## config.mk

```make
export PLATFORM = sky130hd
export DESIGN_NAME = capture_controller
export DESIGN_NICKNAME = d
export VERILOG_FILES = /design/src/rtl/manta_pkg.sv /design/src/rtl/capture_controller.sv
export SDC_FILE = /design/constraint.sdc
export NUM_CORES = 1
export LEC_CHECK = 0
export BUFFER_PORTS_ARGS = -buffer_cell sky130_fd_sc_hd__buf_2
export CAP_MARGIN = 25
export CELL_PAD_IN_SITES_DETAIL_PLACEMENT = 0
export CELL_PAD_IN_SITES_GLOBAL_PLACEMENT = 2
export CORE_UTILIZATION = 30
export CTS_CLUSTER_SIZE = 14
export DETAILED_ROUTE_END_ITERATION = 10
export PLACE_DENSITY = 0.84
export SYNTH_ARGS = -nofsm -noshare
export SYNTH_HDL_FRONTEND = slang
export SYNTH_SLANG_ARGS = --single-unit
export TNS_END_PERCENT = 20
```

## constraint.sdc

```tcl
create_clock -name clk -period 2.8 [get_ports clk]
set_clock_uncertainty 0.15 [all_clocks]
set_input_delay 0.84 -clock clk [delete_from_list [all_inputs] [get_ports clk]]
set_output_delay 0.84 -clock clk [all_outputs]
set_load 0.02 [all_outputs]
```

## src/rtl/manta_pkg.sv

```systemverilog
// manta_pkg: capture-controller state encoding and register offsets, shared with the
// host-side register map.
package manta_pkg;
    typedef enum logic [2:0] {
        IDLE             = 3'd0,
        MOVE_TO_POSITION = 3'd1,
        IN_POSITION      = 3'd2,
        CAPTURING        = 3'd3,
        CAPTURED         = 3'd4
    } cap_state_t;

    localparam logic [15:0] REG_STATE     = 16'd0;
    localparam logic [15:0] REG_TRIG_LOC  = 16'd1;
    localparam logic [15:0] REG_START     = 16'd2;
    localparam logic [15:0] REG_STOP      = 16'd3;
    localparam logic [15:0] REG_WRITE_PTR = 16'd4;
    localparam logic [15:0] REG_READ_PTR  = 16'd5;

    function automatic logic is_writing(cap_state_t s);
        return s == MOVE_TO_POSITION || s == IN_POSITION || s == CAPTURING;
    endfunction
endpackage

```

## src/rtl/capture_controller.sv

```systemverilog
// capture_controller: logic-analyzer capture sequencer with a bus-mapped register file
// in a registered passthrough bus chain; drives write side of an external sample memory.
module capture_controller
    import manta_pkg::*;
#(
    parameter int BASE_ADDR    = 0,
    parameter int SAMPLE_DEPTH = 1024,
    localparam int AW = $clog2(SAMPLE_DEPTH)
) (
    input  logic          clk,
    input  logic          rst_n,
    input  logic          trig,
    output logic [AW-1:0] bram_addr_o,
    output logic          bram_we_o,
    input  logic [15:0]   addr_i,
    input  logic [15:0]   wdata_i,
    input  logic [15:0]   rdata_i,
    input  logic          rw_i,
    input  logic          valid_i,
    output logic [15:0]   addr_o,
    output logic [15:0]   wdata_o,
    output logic [15:0]   rdata_o,
    output logic          rw_o,
    output logic          valid_o
);
    localparam int CW = AW + 1;
    localparam logic [CW-1:0] DEPTH = CW'(SAMPLE_DEPTH);

    cap_state_t    r_state;
    cap_state_t    w_state_nxt;
    logic [AW-1:0] r_tloc;
    logic [AW-1:0] r_wp;
    logic [AW-1:0] r_rp;
    logic [AW-1:0] w_wp_inc;
    logic [CW-1:0] r_cnt;
    logic [CW-1:0] w_cnt_nxt;
    logic [CW-1:0] w_cnt_inc;
    logic [CW-1:0] w_post;
    logic [16:0]   w_diff;
    logic [15:0]   w_off;
    logic [15:0]   w_rd_val;
    logic          w_hit;
    logic          w_wr;
    logic          w_rd_hit;
    logic          w_start;
    logic          w_stop;
    logic          w_tloc_wr;
    logic          w_done;

    // 17-bit subtract so addresses below BASE_ADDR show up as a borrow
    assign w_diff    = {1'b0, addr_i} - 17'(BASE_ADDR);
    assign w_off     = w_diff[15:0];
    assign w_hit     = valid_i && !w_diff[16] && w_off <= REG_READ_PTR;
    assign w_wr      = w_hit && rw_i;
    assign w_start   = w_wr && w_off == REG_START && wdata_i == 16'd1;
    assign w_stop    = w_wr && w_off == REG_STOP && wdata_i == 16'd1;
    assign w_tloc_wr = w_wr && w_off == REG_TRIG_LOC && {1'b0, wdata_i} < 17'(SAMPLE_DEPTH)
                       && (r_state == IDLE || r_state == CAPTURED);
    assign w_rd_hit  = w_hit && !rw_i && w_off != REG_START && w_off != REG_STOP;
    assign w_rd_val  = w_off == REG_STATE     ? 16'(r_state) :
                       w_off == REG_TRIG_LOC  ? 16'(r_tloc)  :
                       w_off == REG_WRITE_PTR ? 16'(r_wp)    : 16'(r_rp);

    assign bram_we_o   = is_writing(r_state);
    assign bram_addr_o = r_wp;
    assign w_wp_inc    = r_wp + AW'(1);
    assign w_cnt_inc   = r_cnt + CW'(1);
    // samples from the trigger sample through the end of the capture
    assign w_post      = DEPTH - CW'(r_tloc);

    always_comb begin
        w_state_nxt = r_state;
        w_cnt_nxt   = w_cnt_inc;
        w_done      = 1'b0;
        case (r_state)
            IDLE: begin
                w_cnt_nxt = r_cnt;
                if (w_start) begin
                    w_state_nxt = r_tloc == '0 ? IN_POSITION : MOVE_TO_POSITION;
                    w_cnt_nxt   = '0;
                end
            end
            MOVE_TO_POSITION: begin
                if (w_cnt_inc == CW'(r_tloc))
                    w_state_nxt = IN_POSITION;
            end
            IN_POSITION: begin
                w_cnt_nxt = CW'(1);
                if (trig) begin
                    w_done      = w_post == CW'(1);
                    w_state_nxt = w_done ? CAPTURED : CAPTURING;
                end
            end
            CAPTURING: begin
                w_done = w_cnt_inc == w_post;
                if (w_done)
                    w_state_nxt = CAPTURED;
            end
            default: w_cnt_nxt = r_cnt;
        endcase
        if (w_stop) begin
            w_state_nxt = IDLE;
            w_cnt_nxt   = '0;
        end
    end

    always_ff @(posedge clk or negedge rst_n) begin
        if (!rst_n) begin
            r_state <= IDLE;
            r_cnt   <= '0;
            r_tloc  <= '0;
            r_wp    <= '0;
            r_rp    <= '0;
            addr_o  <= '0;
            wdata_o <= '0;
            rdata_o <= '0;
            rw_o    <= 1'b0;
            valid_o <= 1'b0;
        end else begin
            r_state <= w_state_nxt;
            r_cnt   <= w_cnt_nxt;
            if (w_stop || (r_state == IDLE && w_start))
                r_wp <= '0;
            else if (bram_we_o)
                r_wp <= w_wp_inc;
            if (w_tloc_wr)
                r_tloc <= wdata_i[AW-1:0];
            // after a full lap the next write slot holds the oldest sample
            if (w_done && !w_stop)
                r_rp <= w_wp_inc;
            addr_o  <= addr_i;
            wdata_o <= wdata_i;
            rw_o    <= rw_i;
            valid_o <= valid_i;
            rdata_o <= w_rd_hit ? w_rd_val : rdata_i;
        end
    end
endmodule

```

==> flow_metrics.tcl, run 1 <==
set metrics [dict create \
    row_count 47 \
    drcViolationCount 0 \
    final_cell_count_no_fill 899 \
    top_level_ports 114 \
    tritoncts "yes" \
    placedCellCount 876 \
    wire_per_inst_um 17.18 \
    critical_path_arrival_ns 2.83 \
    power_per_cell_area_mw_per_mm2 432.9 \
    timing.max_slew.rel_slack_pct 56.92 \
    timing.critical_path.buf_inv 0 \
    clock_path_buffers 2 \
    initial_core_util_pct 30.65 \
    clkSlewWorstSetupHoldPaths_ns 0.07 \
    classification_of_the_worst_slack_hold_path "in -> async" \
    synth-warning-count 0 \
    final_common_cell "sky130_fd_sc_hd__buf_2" \
    insertedDiodeCount 0 \
    post_route_cells_drive_above_1_share_pct 33.73 \
    vdd_drop_max_uv 243.7 \
    total_congestion_overflow 0 \
    nFillCells 1631 \
    worstPathCellList "ha_1 -> xor2_1 -> a211o_1 -> a311o_1 -> nor4_1 -> a21oi_1 -> a31o_2 -> o211ai_1" \
    seq_area_mm2 0.002352 \
    critical_path.endpoint_type "flop" \
    proportion_of_register_bits_with_asynchronous_set_or_reset_after_synthesis_pct 100.0 \
    yosys.area.top_type "sky130_fd_sc_hd__dfrtp_1" \
    netlist_area_mm2 0.005065 \
    setup_violations 0 \
    syn2layout_area_growth_pct 31.52 \
    proportion_of_netlist_area_held_by_the_largest_area_contributor_pct 46.44 \
    setup_repair_after_global_routing_missed_its_margin "true" \
    wirelength_mm 15.45 \
    cap_violations 0 \
    pin_count_of_the_biggest_net_entering_global_routing 42 \
    floorplan.die.width_um 131.9 \
    detailedRoute.firstPassIterationCount 4 \
    status "completed" \
    register_area_share_after_synthesis_pct 46.44 \
    slowest_delay_ns 0.40 \
    synth.net_count 578 \
    syn_area_per_cell_um2 9.721 \
    area_occupied_by_multi_input_gates_mm2 0.002619 \
    htree_num_levels 3 \
    final-hold-violation-count 0 \
    initialDrtViolationCount 332 \
    layout.core_utilization_pct 40.31 \
    route.vias.total 4533 \
    critical_path.slowest_cell "sky130_fd_sc_hd__dfrtp_1" \
    grt_pass1_vias 4562 \
    path_class "reg -> reg" \
    drt.antenna.violating_nets 0 \
    clock-sinks 94 \
    synth.lib_cells_used.distinct 63 \
    start_kind "flop" \
    dieArea_mm2 0.01741 \
    die_h_um 131.9 \
    grt_first_pass_wirelength_mm 24.47 \
    tritoncts.num_buffers 9 \
    route.detailed.vias_per_inst 5.042 \
    core_mm2 0.01652 \
    report.final.slew_viol_count 0 \
    post-route-min-period_ns 2.724 \
    critical_path.max_fanout 3 \
    most-common-layout-cells "sky130_fd_sc_hd__buf_2, sky130_fd_sc_hd__dfrtp_1, sky130_fd_sc_hd__nand2_1" \
    global_route.usage.total_pct 17.91 \
    num-nets-final 731 \
    gp_routability_congestion 0.8835 \
    leakage_uw 0.002990 \
    synthTopCellsByArea "sky130_fd_sc_hd__dfrtp_1, sky130_fd_sc_hd__nand2_1, sky130_fd_sc_hd__xnor2_1" \
    placement.io_buffers 113 \
    synthCells 521 \
    dp_hpwl_mm 10.90 \
    timing_worst_slew_pin_value_ns 0.6432 \
    ys.flop_type "sky130_fd_sc_hd__dfrtp_1" \
    cts_root_buf "sky130_fd_sc_hd__clkbuf_16" \
    ys_ff_latch 94 \
    synth_enable_flop_cells 0 \
    fmax_mhz 367.1 \
    critical_path_required_ns 2.91 \
    worstSkewPairLatency_ns 0.35 \
    cpLargestDelayFamily "compound AO/OA/AOI/OAI gates" \
    grt_antenna_before_repair 0 \
    final_min_period_over_clock_period_pct 97.28 \
]
## cell type report
cell class / instances / share of cell area, %
Clock buffer: 10 / 3.588
Clock inverter: 6 / 1.033
Inverter: 8 / 0.4508
Multi-Input combinational cell: 387 / 39.31
Sequential cell: 94 / 35.31
Tap cell: 220 / 4.132
Timing Repair Buffer: 174 / 16.17
## report_power, final
part / switching [uW] / internal [uW]
registers: 7.87 / 1390
clock network: 549 / 723
logic: 134 / 76.4
total: 691 / 2190
## Yosys cell counts, drive strengths merged, types with 3 or more instances
library cell and instances:
xor2 15, ha 4, inv 7, mux2 8
dfrtp 94, nand2 63, o211ai 14, or3 5
and2 11, nand3b 6, nor4b 3, nand4 8
clkbuf 24, o31a 6, buf 10, and4 3
nand3 28, nor3 14, nor2b 11, o21ai 37
a22o 3, a41oi 3, nor2 30, mux2i 11
nor4 7, a21oi 7, a22oi 8, xnor2 28
and3 13, o31ai 11
## through the flow
step / power, uW / setup TNS (ns) / worst slack, ns / instance area [um^2] / hold WS [ns]
2_1_floorplan: 1509 / 0 / 0.03397 / 5065 / 0.3429
3_3_place_gp: 1638 / -1.298 / -0.1304 / 6185 / 0.3624
3_5_place_dp: 1641 / -2.739 / -0.2278 / 6185 / 0.3784
4_1_cts: 2921 / 0 / 0.01821 / 6492 / 0.2976
5_1_grt: 2995 / -0.1757 / -0.02870 / 6661 / 0.3164
6_report: 2884 / 0 / 0.07618 / 6661 / 0.2852
## worst paths after layout
path                               start           to  slack (ns)  cells after the start
worst max-delay path            r_cnt[0]   r_state[1]        0.08                      8
worst min-delay path               rst_n    r_tloc[1]        0.29                      1
worst max register to register  r_cnt[0]   r_state[1]        0.08                      8
worst min register to register  r_cnt[5]     r_cnt[5]        0.38                      1
max in group asynchronous          rst_n  rdata_o[13]        1.51                      2
min in group clk                r_cnt[5]     r_cnt[5]        0.38                      1
## what timing repair did
action | in CTS | in global routing
hold buffers | 0 | 0
resized for setup | 0 | 23
setup endpoints to repair | 0 | 15
setup buffers | 0 | 3
## metal layers
metal,vias up,track usage [%],share of wire [%]
met5,-,0,0
met4,0,5.426,1.9
met3,25,3.729,6.2
met2,154,30.34,48
met1,2177,22.89,44
li1,2177,-,-
## flip-flops by register name, summed over array words and instances (netlist names)
| name | cells |
|---|---|
| valid_o | 1 |
| r_rp | 10 |
| rw_o | 1 |
| rdata_o | 16 |
| r_cnt | 11 |
| r_state | 3 |
| wdata_o | 16 |
| addr_o | 16 |
| bram_addr_o | 10 |
| r_tloc | 10 |
## cell families (layout without fill, tap and decap cells)
logic type / count (synthesis) / count (layout) / share of synthesized area, %
AO/OA/AOI/OAI: 105 / 105 / 13.96
AND/OR/NAND/NOR: 212 / 214 / 21.81
multiplexers: 21 / 21 / 4.916
flip-flops: 94 / 94 / 46.44
adder cells (fa/ha/maj): 4 / 4 / 0.9882
XOR/XNOR: 43 / 43 / 7.955
buffers and inverters: 42 / 198 / 3.928
Note: power is estimated with default switching activity, not from simulation.
==> run 2, diff against run 1 <==
--- a/config.mk
+++ b/config.mk
@@ -5,14 +5,15 @@
 export SDC_FILE = /design/constraint.sdc
 export NUM_CORES = 1
 export LEC_CHECK = 0
+export ABC_AREA = 1
 export BUFFER_PORTS_ARGS = -buffer_cell sky130_fd_sc_hd__buf_2
 export CAP_MARGIN = 25
 export CELL_PAD_IN_SITES_DETAIL_PLACEMENT = 0
 export CELL_PAD_IN_SITES_GLOBAL_PLACEMENT = 2
-export CORE_UTILIZATION = 30
+export CORE_UTILIZATION = 28
 export CTS_CLUSTER_SIZE = 14
 export DETAILED_ROUTE_END_ITERATION = 10
-export PLACE_DENSITY = 0.84
+export PLACE_DENSITY = 0.85
 export SYNTH_ARGS = -nofsm -noshare
 export SYNTH_HDL_FRONTEND = slang
 export SYNTH_SLANG_ARGS = --single-unit
==> run 2 against run 1 <==
Area after synthesis up 3.6%. Worst setup slack better by 0.25 ns. Register-to-register slack better by 0.26 ns. Flip-flop and latch count did not move. Worst hold slack lost 0.0055 ns. Combinational power grew to 7.0 times the previous value. Sequential power rose by 24%. Largest power group unchanged.
==> flow_metrics.tcl, run 2 <==
set metrics [dict create \
    ys_ff_latch 94 \
    synth.net_count 763 \
    comb_power_share_pct 31.0 \
    route.vias.total 4878 \
    top_level_ports 114 \
    seq_area_mm2 0.002352 \
    synthCells 706 \
    placed_cell_area_mm2 0.006265 \
    gp_routability_congestion 0.8356 \
    power.sequential.fraction_pct 36.8 \
    setup_repair_after_global_routing_missed_its_margin "false" \
    cpLargestDelayFamily "simple AND/OR/NAND/NOR gates" \
    post_route_cells_drive_above_1_share_pct 23.50 \
    post_synth_most_frequent_cells "sky130_fd_sc_hd__nand2_1, sky130_fd_sc_hd__dfrtp_1, sky130_fd_sc_hd__inv_1, sky130_fd_sc_hd__nor2_1, sky130_fd_sc_hd__nand3_1" \
    slowest_delay_ns 0.47 \
    grt_antenna_before_repair 0 \
    timing.critical_path.buf_inv 1 \
    timing.max_slew.rel_slack_pct 71.56 \
    initialDrtViolationCount 248 \
    syn2layout_area_growth_pct 26.42 \
    status "completed" \
    area_occupied_by_multi_input_gates_mm2 0.002450 \
    power.clock.fraction_pct 32.1 \
    netlist_area_mm2 0.005248 \
    nFillCells 1990 \
    critical_path.endpoint_type "primary output" \
    timing_worst_slew_pin_value_ns 0.4266 \
    placement.io_buffers 113 \
    leakage_uw 0.003348 \
    worstSkewPairLatency_ns 0.35 \
    synthTopCellsByArea "sky130_fd_sc_hd__dfrtp_1, sky130_fd_sc_hd__nand2_1, sky130_fd_sc_hd__inv_1" \
    insertedDiodeCount 0 \
    path_class "reg -> out" \
    fmax_mhz 404.0 \
    htree_num_levels 3 \
    synth-warning-count 0 \
    cap_violations 0 \
    totalNegativeSetupSlack_ns 0 \
    yosys.area.top_type "sky130_fd_sc_hd__dfrtp_1" \
    classification_of_the_worst_slack_hold_path "in -> async" \
    syn_area_per_cell_um2 7.433 \
    report.final.slew_viol_count 0 \
    largest_registers "addr_o (16), rdata_o (16), wdata_o (16)" \
    final_common_cell "sky130_fd_sc_hd__nand2_1" \
    route.detailed.vias_per_inst 4.517 \
    vdd_drop_max_uv 455.0 \
    clkSlewWorstSetupHoldPaths_ns 0.07 \
    p_sw_uw 1686 \
    critical-path-top-cell-by-count "sky130_fd_sc_hd__nor2_1" \
    dp_hpwl_mm 12.58 \
    proportion_of_register_bits_with_asynchronous_set_or_reset_after_synthesis_pct 100.0 \
    post-route-min-period_ns 2.475 \
    initial_core_util_pct 28.92 \
    total_congestion_overflow 0 \
    critical_path.slowest_cell "sky130_fd_sc_hd__dfrtp_1" \
    die_h_um 138.9 \
    final_min_period_over_clock_period_pct 88.40 \
    cts_post_setup_buffers_inserted 0 \
    synth.lib_cells_used.distinct 42 \
    dieArea_mm2 0.01929 \
    proportion_of_netlist_area_held_by_the_largest_area_contributor_pct 44.83 \
    wire_per_inst_um 14.34 \
    row_count 49 \
    clock-sinks 94 \
    detailedRoute.firstPassIterationCount 5 \
    power.share.switching_pct 35.64 \
    grt_pass1_vias 4777 \
    tritoncts "yes" \
    cts_repair_resize_count 0 \
    critical_path.max_fanout 8 \
    yosysMostFrequentCell "sky130_fd_sc_hd__nand2_1" \
    register_area_share_after_synthesis_pct 44.83 \
    pin_count_of_the_biggest_net_entering_global_routing 33 \
    internal_power_uw 3044 \
    setup_violations 0 \
    cts_root_buf "sky130_fd_sc_hd__clkbuf_16" \
    drcViolationCount 0 \
    global_route.usage.total_pct 16.94 \
    cts_hold_buffers 0 \
    drt.antenna.violating_nets 0 \
    final-hold-violation-count 0 \
    worstPathCellList "nor2_1 -> nor2_1 -> buf_2" \
    critical_path_required_ns 1.81 \
    power_per_cell_area_mw_per_mm2 713.0 \
    ys.flop_type "sky130_fd_sc_hd__dfrtp_1" \
    wirelength_mm 15.49 \
    clock_path_buffers 2 \
    synth_enable_flop_cells 0 \
    post-route-cell-area_mm2 0.006634 \
    most-common-layout-cells "sky130_fd_sc_hd__nand2_1, sky130_fd_sc_hd__buf_2, sky130_fd_sc_hd__dfrtp_1" \
    num-nets-final 903 \
    critical_path_arrival_ns 1.49 \
    start_kind "flop" \
    tritoncts.num_buffers 9 \
    floorplan.die.width_um 138.9 \
    core_mm2 0.01815 \
    grt_first_pass_wirelength_mm 25.42 \
]
==> run 2: cell families (layout without fill, tap and decap cells) <==
kind of cell | after synthesis | count (layout) | share of synthesized area (%)
simple gates | 410 | 410 | 34.91
buf+inv | 109 | 254 | 8.488
flops | 94 | 94 | 44.83
compound gates | 77 | 77 | 8.822
xor+xnor | 12 | 12 | 2.003
fa+ha+maj | 4 | 4 | 0.9538
==> run 2: power by group through the flow <==
stage / logic (uW) / registers [uW] / clock network (uW)
final: 1470 / 1740 / 1520
after global routing: 1670 / 1770 / 1610
after CTS: 1490 / 1740 / 1560
after detailed placement: 1480 / 1760 / 0
after global placement: 1490 / 1770 / 0
after floorplan: 915 / 1810 / 0
==> run 2: worst register-to-register path: cells and delay by family (launching register included) <==
family	cells	cell delay (ns)
buffers and inverters	1	0.10
and+or+nand+nor	15	1.48
adders and majority gates	1	0.21
DFF	1	0.43
==> run 2: cell type report <==
type | count | share of cell area [%]
inverters | 96 | 5.507
repair buffers | 142 | 12.22
multi-input cells | 503 | 36.93
clock inverters | 7 | 2.169
well taps | 229 | 4.319
clock buffers | 9 | 3.395
flip-flops and latches | 94 | 35.46
==> run 2: worst paths after layout <==
kind | startpoint | slack, ns | depth (start not counted) | to
min reg2reg | r_rp[8] | 0.32 | 2 | r_rp[8]
max in group asynchronous | rst_n | 1.63 | 2 | bram_addr_o[0]
min | rst_n | 0.28 | 1 | wdata_o[0]
max reg2reg | r_tloc[1] | 0.34 | 17 | r_rp[7]
max | r_state[0] | 0.32 | 3 | bram_we_o
min in group clk | r_rp[8] | 0.32 | 2 | r_rp[8]
==> run 2: metal layers <==
metal	share of wire (%)	vias up	global-route usage, %
li1	-	2516	-
met1	48	2225	22.79
met2	46	125	27.49
met3	4.8	12	3.419
met4	1.4	0	4.912
met5	0	-	0
==> run 2: stage by stage <==
stage	util (%)	total power, uW	instances	setup WS, ns	hold slack, ns
global placement	34.52	3252	1064	0.06799	0.3032
CTS	36.56	4792	1080	0.2814	0.2898
global route	36.56	5060	1080	0.03447	0.3091
floorplan	-	2722	706	0.3474	0.2867
finish	36.56	4730	1080	0.3248	0.2797
detailed placement	34.52	3247	1064	0.06785	0.3082
